$ cat src/rtl/ifetch_bus_ctrl_if.sv
// Fetch-side request/response and memory read port for the instruction bus controller.
// Modport master is the controller; slave is the fetch stage plus memory.
interface ifetch_bus_ctrl_if #(
    parameter int ADDR_W = 64,
    parameter int DATA_W = 32
);
    typedef struct packed {
        logic              valid;
        logic [ADDR_W-1:0] addr;
    } ibus_req_t;

    typedef struct packed {
        logic              addr_ok;
        logic              data_ok;
        logic [DATA_W-1:0] data;
    } ibus_resp_t;

    ibus_req_t         ireq;
    logic              update;
    ibus_resp_t        iresp;
    logic              iaddr_trans_finished;
    logic              misalign;
    logic              mem_valid;
    logic [ADDR_W-1:0] mem_addr;
    logic              mem_ready;
    logic              mem_rvalid;
    logic [DATA_W-1:0] mem_rdata;

    modport master (
        input  ireq, update, mem_ready, mem_rvalid, mem_rdata,
        output iresp, iaddr_trans_finished, misalign, mem_valid, mem_addr
    );

    modport slave (
        output ireq, update, mem_ready, mem_rvalid, mem_rdata,
        input  iresp, iaddr_trans_finished, misalign, mem_valid, mem_addr
    );
endinterface

$ cat src/rtl/ifetch_bus_ctrl.sv
// Instruction-side bus controller: one outstanding 32-bit read per fetch request,
// word held for fetch until update, stale responses dropped after a redirect.
//
// state  | meaning
// IDLE   | no transaction; latch an aligned ireq
// REQ    | mem_valid asserted with areg, waiting for mem_ready
// WAIT   | request accepted, waiting for mem_rvalid
// HOLD   | word presented to fetch until update
// DROP   | redirected after accept; swallow the next mem_rvalid
module ifetch_bus_ctrl #(
    parameter int ADDR_W = 64,
    parameter int DATA_W = 32
) (
    input  logic               clk,
    input  logic               rst,
    ifetch_bus_ctrl_if.master  bus
);
    typedef enum logic [2:0] {
        S_IDLE,
        S_REQ,
        S_WAIT,
        S_HOLD,
        S_DROP
    } state_t;

    state_t            state;
    logic [ADDR_W-1:0] areg;
    logic [DATA_W-1:0] dreg;
    logic              mem_valid_q;
    logic              data_ok_q;
    logic              finished_q;
    logic              aligned;

    assign aligned = (bus.ireq.addr[1:0] == 2'b00);

    always_ff @(posedge clk) begin
        if (rst) begin
            state       <= S_IDLE;
            areg        <= '0;
            dreg        <= '0;
            mem_valid_q <= 1'b0;
            data_ok_q   <= 1'b0;
            finished_q  <= 1'b0;
        end else begin
            case (state)
                S_IDLE: begin
                    if (bus.ireq.valid && aligned) begin
                        areg        <= bus.ireq.addr;
                        mem_valid_q <= 1'b1;
                        state       <= S_REQ;
                    end
                end
                S_REQ: begin
                    // Acceptance wins over a same-cycle redirect: the response must be drained.
                    if (bus.mem_ready) begin
                        mem_valid_q <= 1'b0;
                        state       <= bus.update ? S_DROP : S_WAIT;
                    end else if (bus.update) begin
                        mem_valid_q <= 1'b0;
                        state       <= S_IDLE;
                    end
                end
                S_WAIT: begin
                    if (bus.update) begin
                        state <= bus.mem_rvalid ? S_IDLE : S_DROP;
                    end else if (bus.mem_rvalid) begin
                        dreg       <= bus.mem_rdata;
                        data_ok_q  <= 1'b1;
                        finished_q <= 1'b1;
                        state      <= S_HOLD;
                    end
                end
                S_HOLD: begin
                    if (bus.update) begin
                        data_ok_q  <= 1'b0;
                        finished_q <= 1'b0;
                        state      <= S_IDLE;
                    end
                end
                S_DROP: begin
                    if (bus.mem_rvalid) begin
                        state <= S_IDLE;
                    end
                end
                default: begin
                    mem_valid_q <= 1'b0;
                    data_ok_q   <= 1'b0;
                    finished_q  <= 1'b0;
                    state       <= S_IDLE;
                end
            endcase
        end
    end

    assign bus.mem_valid            = mem_valid_q;
    assign bus.mem_addr             = mem_valid_q ? areg : '0;
    assign bus.iaddr_trans_finished = finished_q;
    assign bus.misalign             = !rst && (state == S_IDLE) && bus.ireq.valid && !aligned;
    assign bus.iresp = '{addr_ok: mem_valid_q & bus.mem_ready,
                         data_ok: data_ok_q,
                         data:    data_ok_q ? dreg : '0};
endmodule

$ cat src/flat_wrapper.sv
// flat-port wrapper written by rule: the top's interface ports become plain ports
module ifetch_bus_ctrl_flat 
#(
    parameter int ADDR_W = 64,
    parameter int DATA_W = 32
)
  (clk, rst, bus_ireq, bus_update, bus_mem_ready, bus_mem_rvalid, bus_mem_rdata, bus_iresp, bus_iaddr_trans_finished, bus_misalign, bus_mem_valid, bus_mem_addr);
  ifetch_bus_ctrl_if #(.ADDR_W(ADDR_W), .DATA_W(DATA_W)) bus_i ();
  input  logic clk;
  input  logic rst;
  input wire logic [$bits(bus_i.ireq)-1:0] bus_ireq;
  input wire logic [$bits(bus_i.update)-1:0] bus_update;
  input wire logic [$bits(bus_i.mem_ready)-1:0] bus_mem_ready;
  input wire logic [$bits(bus_i.mem_rvalid)-1:0] bus_mem_rvalid;
  input wire logic [$bits(bus_i.mem_rdata)-1:0] bus_mem_rdata;
  output wire logic [$bits(bus_i.iresp)-1:0] bus_iresp;
  output wire logic [$bits(bus_i.iaddr_trans_finished)-1:0] bus_iaddr_trans_finished;
  output wire logic [$bits(bus_i.misalign)-1:0] bus_misalign;
  output wire logic [$bits(bus_i.mem_valid)-1:0] bus_mem_valid;
  output wire logic [$bits(bus_i.mem_addr)-1:0] bus_mem_addr;
  assign bus_i.ireq = bus_ireq;
  assign bus_i.update = bus_update;
  assign bus_i.mem_ready = bus_mem_ready;
  assign bus_i.mem_rvalid = bus_mem_rvalid;
  assign bus_i.mem_rdata = bus_mem_rdata;
  assign bus_iresp = bus_i.iresp;
  assign bus_iaddr_trans_finished = bus_i.iaddr_trans_finished;
  assign bus_misalign = bus_i.misalign;
  assign bus_mem_valid = bus_i.mem_valid;
  assign bus_mem_addr = bus_i.mem_addr;
  ifetch_bus_ctrl #(.ADDR_W(ADDR_W), .DATA_W(DATA_W)) u_core (.clk(clk), .rst(rst), .bus(bus_i));
endmodule
$ cat config.mk
export PLATFORM = sky130hd
export DESIGN_NAME = ifetch_bus_ctrl_flat
export DESIGN_NICKNAME = d
export VERILOG_FILES = /design/src/rtl/ifetch_bus_ctrl_if.sv /design/src/rtl/ifetch_bus_ctrl.sv /design/src/flat_wrapper.sv
export SDC_FILE = /design/constraint.sdc
export NUM_CORES = 1
export LEC_CHECK = 0
export ABC_AREA = 0
export BUFFER_PORTS_ARGS = -buffer_cell sky130_fd_sc_hd__buf_2
export CAP_MARGIN = 0
export CORE_MARGIN = 1.5
export CORE_UTILIZATION = 49
export DETAILED_ROUTE_END_ITERATION = 10
export PLACE_DENSITY_LB_ADDON = 0.15
export SYNTH_ARGS = -nofsm -noshare
export SYNTH_HDL_FRONTEND = slang
export SYNTH_SLANG_ARGS = --single-unit
export TNS_END_PERCENT = 1
$ cat constraint.sdc
create_clock -name clk -period 2.1 [get_ports clk]
set_input_delay 0.105 -clock clk [delete_from_list [all_inputs] [get_ports clk]]
set_output_delay 0.105 -clock clk [all_outputs]
set_load 0.03 [all_outputs]
==> results.toml, run 1 <==
[clocking]
clk_latency_ns = 0.35
cts-hold-fix-buffers = 56
cts_tree = "yes"
cts.sinks = 101
post_cts_resized = 0
cts_max_level = 3
cts.clk_slew.worst_paths_ns = 0.10
cts_setup_buffers = 0
numCtsBuffers = 9
cts-root-buf = "clkbuf_8"
cts_buffer_depth = 2

[global_routing]
grt_usage = 0.202
grt-ovfl-total = 0
antenna_found_initial = 0
use_met1 = 0.243
grt_pass1_wl_um = 18800
gr-usage-met3 = 0.0497
grtUsageMet2 = 0.350
top_usage_layer = "met2"
grt_pass1_vias = 4286
grt_max_degree = 197

[route]
num_vias = 4400
ant_nets = 0
vias_per_cell = 4.71
drt_iter0_drc = 176
drt-total-wl_um = 11900
drc = 0
post_drt_wl_per_cell_um = 12.7
drt_pass1_iterations = 4

[placement]
io_buffers = 202
dpl.cell_count = 861
hpwl_um = 7600
place_ws_ns = 0.269
gp_congestion = 0.749
dpl_cell_area_um2 = 6270

[power]
vdd_ir_drop_max_mv = 0.385
total_leakage_power_nw = 3.10
total_power_w = 0.00380
p_per_area_nw_per_um2 = 538

[synth]
yosysSeqAreaShare = 0.385
syn-num-nets = 663
synth_area_per_cell_um2 = 9.36
synth_ff_type = "dfxtp_1"
synthCells = 561
netlist_area_um2 = 5250
ys_types = 30
ys_warn_count = 0
synth_edf_count = 0
synthArstFlopShare = 0
synth-seq-cells = 101

[timing]
grt_setup_unrepaired = "false"
timing_worst_slew_pin_value_ns = 0.553
fmax_mhz = 537
slew_headroom = 0.632
final_hold_viol_count = 0
final_max_slew_viol_count = 0
final.setup.worst_slack_ns = 0.237
min_period_ns = 1.86
setup_viol = 0
skew_ns = 0.00876
final.setup.tns_ns = 0
final.period_utilization = 0.887

[critical_path]
crit_path_start_kind = "flop"
worstPathArrival_ns = 1.76
cp_max_fo = 10
required_ns = 2.00
critPathCaptureType = "output pin"
critPathKind = "flop to output pin"

[finish]
antennaDiodeCount = 0
mostFrequentLayoutCell = "buf_2"
stdcell_count = 935
syn_to_final_growth_pct = 34.6
drive_gt1_frac = 0.287
final_nets = 896
register_area_um2 = 2020
multi_input_area_um2 = 2940
finalInstanceArea_um2 = 7060
final_cell_mix = "buf_2, nand2b_1, dfxtp_1"
num-fill-cells = 870

[floorplanning]
die_width_um = 106
start_util = 0.506
io_pins = 203
dieHeight_um = 106
die_area_um2 = 11300
core-area_um2 = 10400
fp-row-count = 37

[outcome]
run_status = "completed"

[worst_hold_path]
hold_path.class = "input pin to flop"

[job]
drv_cap = 0
==> area by class of cell <==
type,count,area share
well taps,136,0.0241
clock buffers,10,0.0181
multi-input cells,412,0.416
flip-flops and latches,101,0.286
repair buffers,269,0.242
clock inverters,6,0.0124
inverters,1,0.000531
==> power breakdown <==
part	switching, W	internal [W]
sequential	0.0000247	0.00196
combinational	0.000201	0.000283
clock	0.000661	0.000670
total	0.000887	0.00291
==> cell usage after synthesis (all sizes together), types with 2 or more instances <==
master	count	area (um2)
nand2b	188	1180
dfxtp	101	2020
and2	97	607
mux2i	94	941
clkbuf	35	131
buf	12	153
a21oi	5	25.0
nor3	4	31.3
nor2	3	11.3
nor3b	3	22.5
o21ai	3	15.0
nor2b	2	12.5
==> sequential cells by signal (all words and copies together) (netlist names) <==
name / count
u_core.data_ok_q: 1
u_core.bus.mem_valid: 1
u_core.areg: 64
u_core.dreg: 32
u_core.state: 3
==> layer usage <==
layer | routed length, um | share of wire
met5 | 0 | 0
met4 | 220 | 0.019
met3 | 697 | 0.059
met2 | 5550 | 0.47
met1 | 5410 | 0.46
==> worst paths after layout <==
| kind | slack (ns) | endpoint | startpoint | cells past startpoint |
|---|---|---|---|---|
| setup / recovery | 0.24 | bus_misalign | u_core.state[2] | 3 |
| hold / removal | 0.01 | u_core.areg[47] | bus_ireq[47] | 3 |
| setup reg to reg | 0.26 | u_core.areg[39] | u_core.state[2] | 4 |
| hold reg to reg | 0.47 | u_core.areg[33] | u_core.areg[33] | 2 |
==> critical path, cell delays in order, from the launching register on <==
cell,delay (ns)
dfxtp_1,0.40
or4b_4,0.59
nor3_1,0.18
buf_2,0.23
==> through the flow <==
| step | hold WS, ns | util |
|---|---|---|
| floorplan | 0.182 | - |
| global placement | 0.361 | 0.604 |
| detailed placement | 0.373 | 0.604 |
| CTS | 0.000281 | 0.679 |
| global route | 0.000330 | 0.681 |
| finish | 0.0125 | 0.681 |
==> logic make-up (layout without fill, tap and decap cells) <==
family	Yosys count	after routing	synth area share
buf+inv	48	286	0.0548
flops	101	101	0.385
mux	94	94	0.179
simple gates	305	305	0.366
compound gates	13	13	0.0143
Note: power is estimated with default switching activity, not from simulation.
==> inputs of run 2 (changes only) <==
- CORE_ASPECT_RATIO: not set -> 1.5
==> results.toml, run 2 (synthesized netlist as in run 1, its figures left out) <==
[finish]
syn_to_final_growth_pct = 25.7
largest_register_ffs = 64
final_cell_mix = "buf_2, nand2b_1, dfxtp_1"
antennaDiodeCount = 0
fin_util = 0.630
top_register = "u_core.areg"
drive_gt1_frac = 0.309
final_nets = 840
top_regs = "u_core.areg: 64 flops, u_core.dreg: 32 flops, u_core.state: 3 flops"
mostFrequentLayoutCell = "buf_2"

[timing]
slew_headroom = 0.691
final.setup.tns_ns = 0
final_max_slew_viol_count = 0
skew_ns = 0.00815
final_hold_viol_count = 0
grt_setup_unrepaired = "false"
final.period_utilization = 0.878
min_period_ns = 1.84
timing_worst_slew_pin_value_ns = 0.464
setup_viol = 0
hold_slack_ns = 0.0207
fmax_mhz = 543

[route]
ant_nets = 0
drt-total-wl_um = 11400
vias_per_cell = 4.72
num_vias = 4181
drc = 0
post_drt_wl_per_cell_um = 12.9
drt_iter0_drc = 115
drt_pass1_iterations = 4

[clocking]
cts_max_level = 3
cts-root-buf = "clkbuf_16"
clk_latency_ns = 0.34
cts_tree = "yes"
cts-hold-fix-buffers = 1
cts.sinks = 101
cts.clk_slew.worst_paths_ns = 0.07
numCtsBuffers = 9
post_cts_resized = 0
cts_setup_buffers = 0
cts_buffer_depth = 2

[floorplanning]
die_area_um2 = 11400
io_pins = 203
dieHeight_um = 130
fp-row-count = 46
start_util = 0.501
die_width_um = 87.5
core-area_um2 = 10500

[power]
total_leakage_power_nw = 2.91
p_per_area_nw_per_um2 = 617
vdd_ir_drop_max_mv = 0.405
total_power_w = 0.00407

[critical_path]
required_ns = 2.36
cp_max_fo = 36
critPathKind = "flop to flop"
reg2reg_depth = 4
worstPathArrival_ns = 2.10
crit_path_start_kind = "flop"
critPathCaptureType = "flop"

[placement]
hpwl_um = 7920
gp_congestion = 0.786
io_buffers = 202

[global_routing]
grt_pass1_vias = 3909
grt_usage = 0.195
grt_pass1_wl_um = 17700
grt_max_degree = 92
antenna_found_initial = 0
grt-ovfl-total = 0

[outcome]
run_status = "completed"

[job]
drv_cap = 0

[worst_hold_path]
hold_path_depth = 3
hold_path.class = "input pin to flop"
==> run 2: per-stage QoR <==
step | std cells | area [um2] | worst slack, ns
2_1_floorplan | 561 | 5250 | 0.326
4_1_cts | 886 | 6600 | 0.244
6_report | 886 | 6600 | 0.257
3_3_place_gp | 870 | 6280 | 0.352
3_5_place_dp | 870 | 6280 | 0.254
5_1_grt | 886 | 6600 | 0.139
==> run 2: power breakdown <==
group | internal, W | total (W) | switching [W]
clock network | 0.000983 | 0.00168 | 0.000699
logic | 0.000215 | 0.000405 | 0.000190
registers | 0.00196 | 0.00198 | 0.0000215
==> run 2: per-layer routing <==
| layer | routed length, um | track usage |
|---|---|---|
| met1 | 4810 | 0.223 |
| met2 | 5620 | 0.341 |
| met3 | 699 | 0.0424 |
| met4 | 263 | 0.0971 |
| met5 | 0 | 0 |
==> run 2: area by class of cell <==
class / instances / area, um2
inverter: 1 / 3.75
clock buffer: 12 / 256
multi-input combinational: 412 / 2940
timing repair buffer: 213 / 1150
fill: 939 / 3880
tap: 144 / 180
clock inverter: 3 / 45.0
sequential: 101 / 2020
==> run 2: worst paths after layout <==
path / slack, ns / from / to
setup / recovery: 0.26 / u_core.state[2] / u_core.areg[59]
hold / removal: 0.02 / bus_ireq[16] / u_core.areg[16]
setup reg to reg: 0.26 / u_core.state[2] / u_core.areg[59]
hold reg to reg: 0.47 / u_core.areg[32] / u_core.areg[32]
==> run 2: critical path: stages, from the launching register on <==
cell     delay, ns
dfxtp_1       0.39
or4b_4        0.59
nor3_4        0.24
buf_12        0.28
mux2i_1       0.24
==> inputs of run 3 (changes only) <==
- GPL_TIMING_DRIVEN: not set -> 0
==> results.toml, run 3 (synthesized netlist as in run 1, its figures left out) <==
[outcome]
run_status = "completed"

[job]
drv_cap = 0

[worst_hold_path]
hold_path.class = "input pin to flop"

[critical_path]
crit_path_start_kind = "flop"
cp_max_fo = 10
worstPathArrival_ns = 1.74
ff2ff_setup_slack_ns = 0.27
critPathKind = "flop to output pin"
critPathCaptureType = "output pin"
required_ns = 2.00

[timing]
min_period_ns = 1.85
slew_headroom = 0.618
final.setup.tns_ns = 0
grt_setup_unrepaired = "false"
final_max_slew_viol_count = 0
timing_worst_slew_pin_value_ns = 0.573
setup_viol = 0
final.period_utilization = 0.879
fmax_mhz = 542
final_hold_viol_count = 0
skew_ns = 0.00423

[route]
drt_pass1_iterations = 5
drt-total-wl_um = 12600
drt_iter0_drc = 134
wl_met2_um = 6460
post_drt_wl_per_cell_um = 13.6
num_vias = 4382
met1_length_um = 5070
route.met3.wl_um = 762
drc = 0
ant_nets = 0
routed.top_layer = "met4"
vias_per_cell = 4.75

[power]
total_power_w = 0.00405
vdd_ir_drop_max_mv = 0.417
p_per_area_nw_per_um2 = 602
total_leakage_power_nw = 2.96

[clocking]
clk_latency_ns = 0.35
cts.sinks = 101
cts-root-buf = "clkbuf_16"
cts_max_level = 3
cts.clk_slew.worst_paths_ns = 0.07
cts_buffer_depth = 2
cts_tree = "yes"
numCtsBuffers = 9
cts_setup_buffers = 0

[finish]
mostFrequentLayoutCell = "buf_2"
num-fill-cells = 946
final_cell_mix = "buf_2, nand2b_1, dfxtp_1"
drive_gt1_frac = 0.296
top_register = "u_core.areg"
syn_to_final_growth_pct = 28.2
largest_register_ffs = 64
antennaDiodeCount = 0
final_nets = 876
top_regs = "u_core.areg: 64 flops, u_core.dreg: 32 flops, u_core.state: 3 flops"

[placement]
hpwl_um = 9720
io_buffers = 201
gp_congestion = 0.766

[global_routing]
antenna_found_initial = 0
grt_pass1_wl_um = 19700
grt_pass1_vias = 4387
grt_usage = 0.222
grt-ovfl-total = 0
grt_max_degree = 16

[floorplanning]
core-area_um2 = 10500
die_width_um = 87.5
io_pins = 203
start_util = 0.501
dieHeight_um = 130
fp-row-count = 46
die_area_um2 = 11400
run 3: cell count changes in the layout (fill, tap and decap cells not counted), sizes merged:
cell / before / now
buf: 212 / 213
clkbuf: 12 / 46
clkinv: 0 / 1
run 3: per-layer routing:
| metal | vias to the layer above | track usage |
|---|---|---|
| met1 | 2016 | 0.242 |
| met3 | 23 | 0.0601 |
| li1 | 2204 | - |
| met5 | - | 0 |
| met4 | 0 | 0.0859 |
| met2 | 139 | 0.404 |
run 3: where the power goes:
group          internal (W)  switching, W  leakage [nW]
combinational      0.000228      0.000209          2.01
clock              0.000916      0.000714         0.132
sequential          0.00196     0.0000219         0.818
run 3: repair_timing:
action / CTS / global route
endpoints found under the hold margin: 1 / 0
gates resized for setup: 1 / 2
hold buffers: 1 / 0
endpoints found under the setup margin: 10 / 3
run 3: path summary, 6_finish.rpt:
path / endpoint / cells past startpoint / from
max reg2reg: u_core.areg[4] / 6 / u_core.state[2]
max: bus_misalign / 4 / u_core.state[2]
min: u_core.areg[27] / 3 / bus_ireq[27]
min reg2reg: u_core.areg[34] / 2 / u_core.areg[34]
run 3: worst max-delay path, stage by stage (launching register included):
cell and delay, ns:
dfxtp_1 0.31, buf_6 0.13, or4b_4 0.55, nor3_1 0.18, buf_2 0.23
run 3: cell type report:
type                            instances  area, um2  share of cell area
Inverter                                1       3.75            0.000558
Timing Repair Buffer                  202       1020               0.151
Clock buffer                           11        233              0.0346
Multi-Input combinational cell        412       2940               0.437
Clock inverter                          4       50.0             0.00744
Buffer                                 47        287              0.0426
Tap cell                              144        180              0.0268
Sequential cell                       101       2020               0.300
run 3: stage by stage:
step / worst slack (ns) / instances / area (um2) / util / hold WS, ns
after floorplan: 0.326 / 561 / 5250 / - / 0.182
after global placement: 0.310 / 906 / 6430 / 0.614 / 0.360
after detailed placement: 0.272 / 906 / 6430 / 0.614 / 0.367
after CTS: 0.104 / 922 / 6730 / 0.642 / 0.000271
after global routing: 0.117 / 922 / 6730 / 0.642 / 0.0144
final: 0.254 / 922 / 6730 / 0.642 / 0.00966
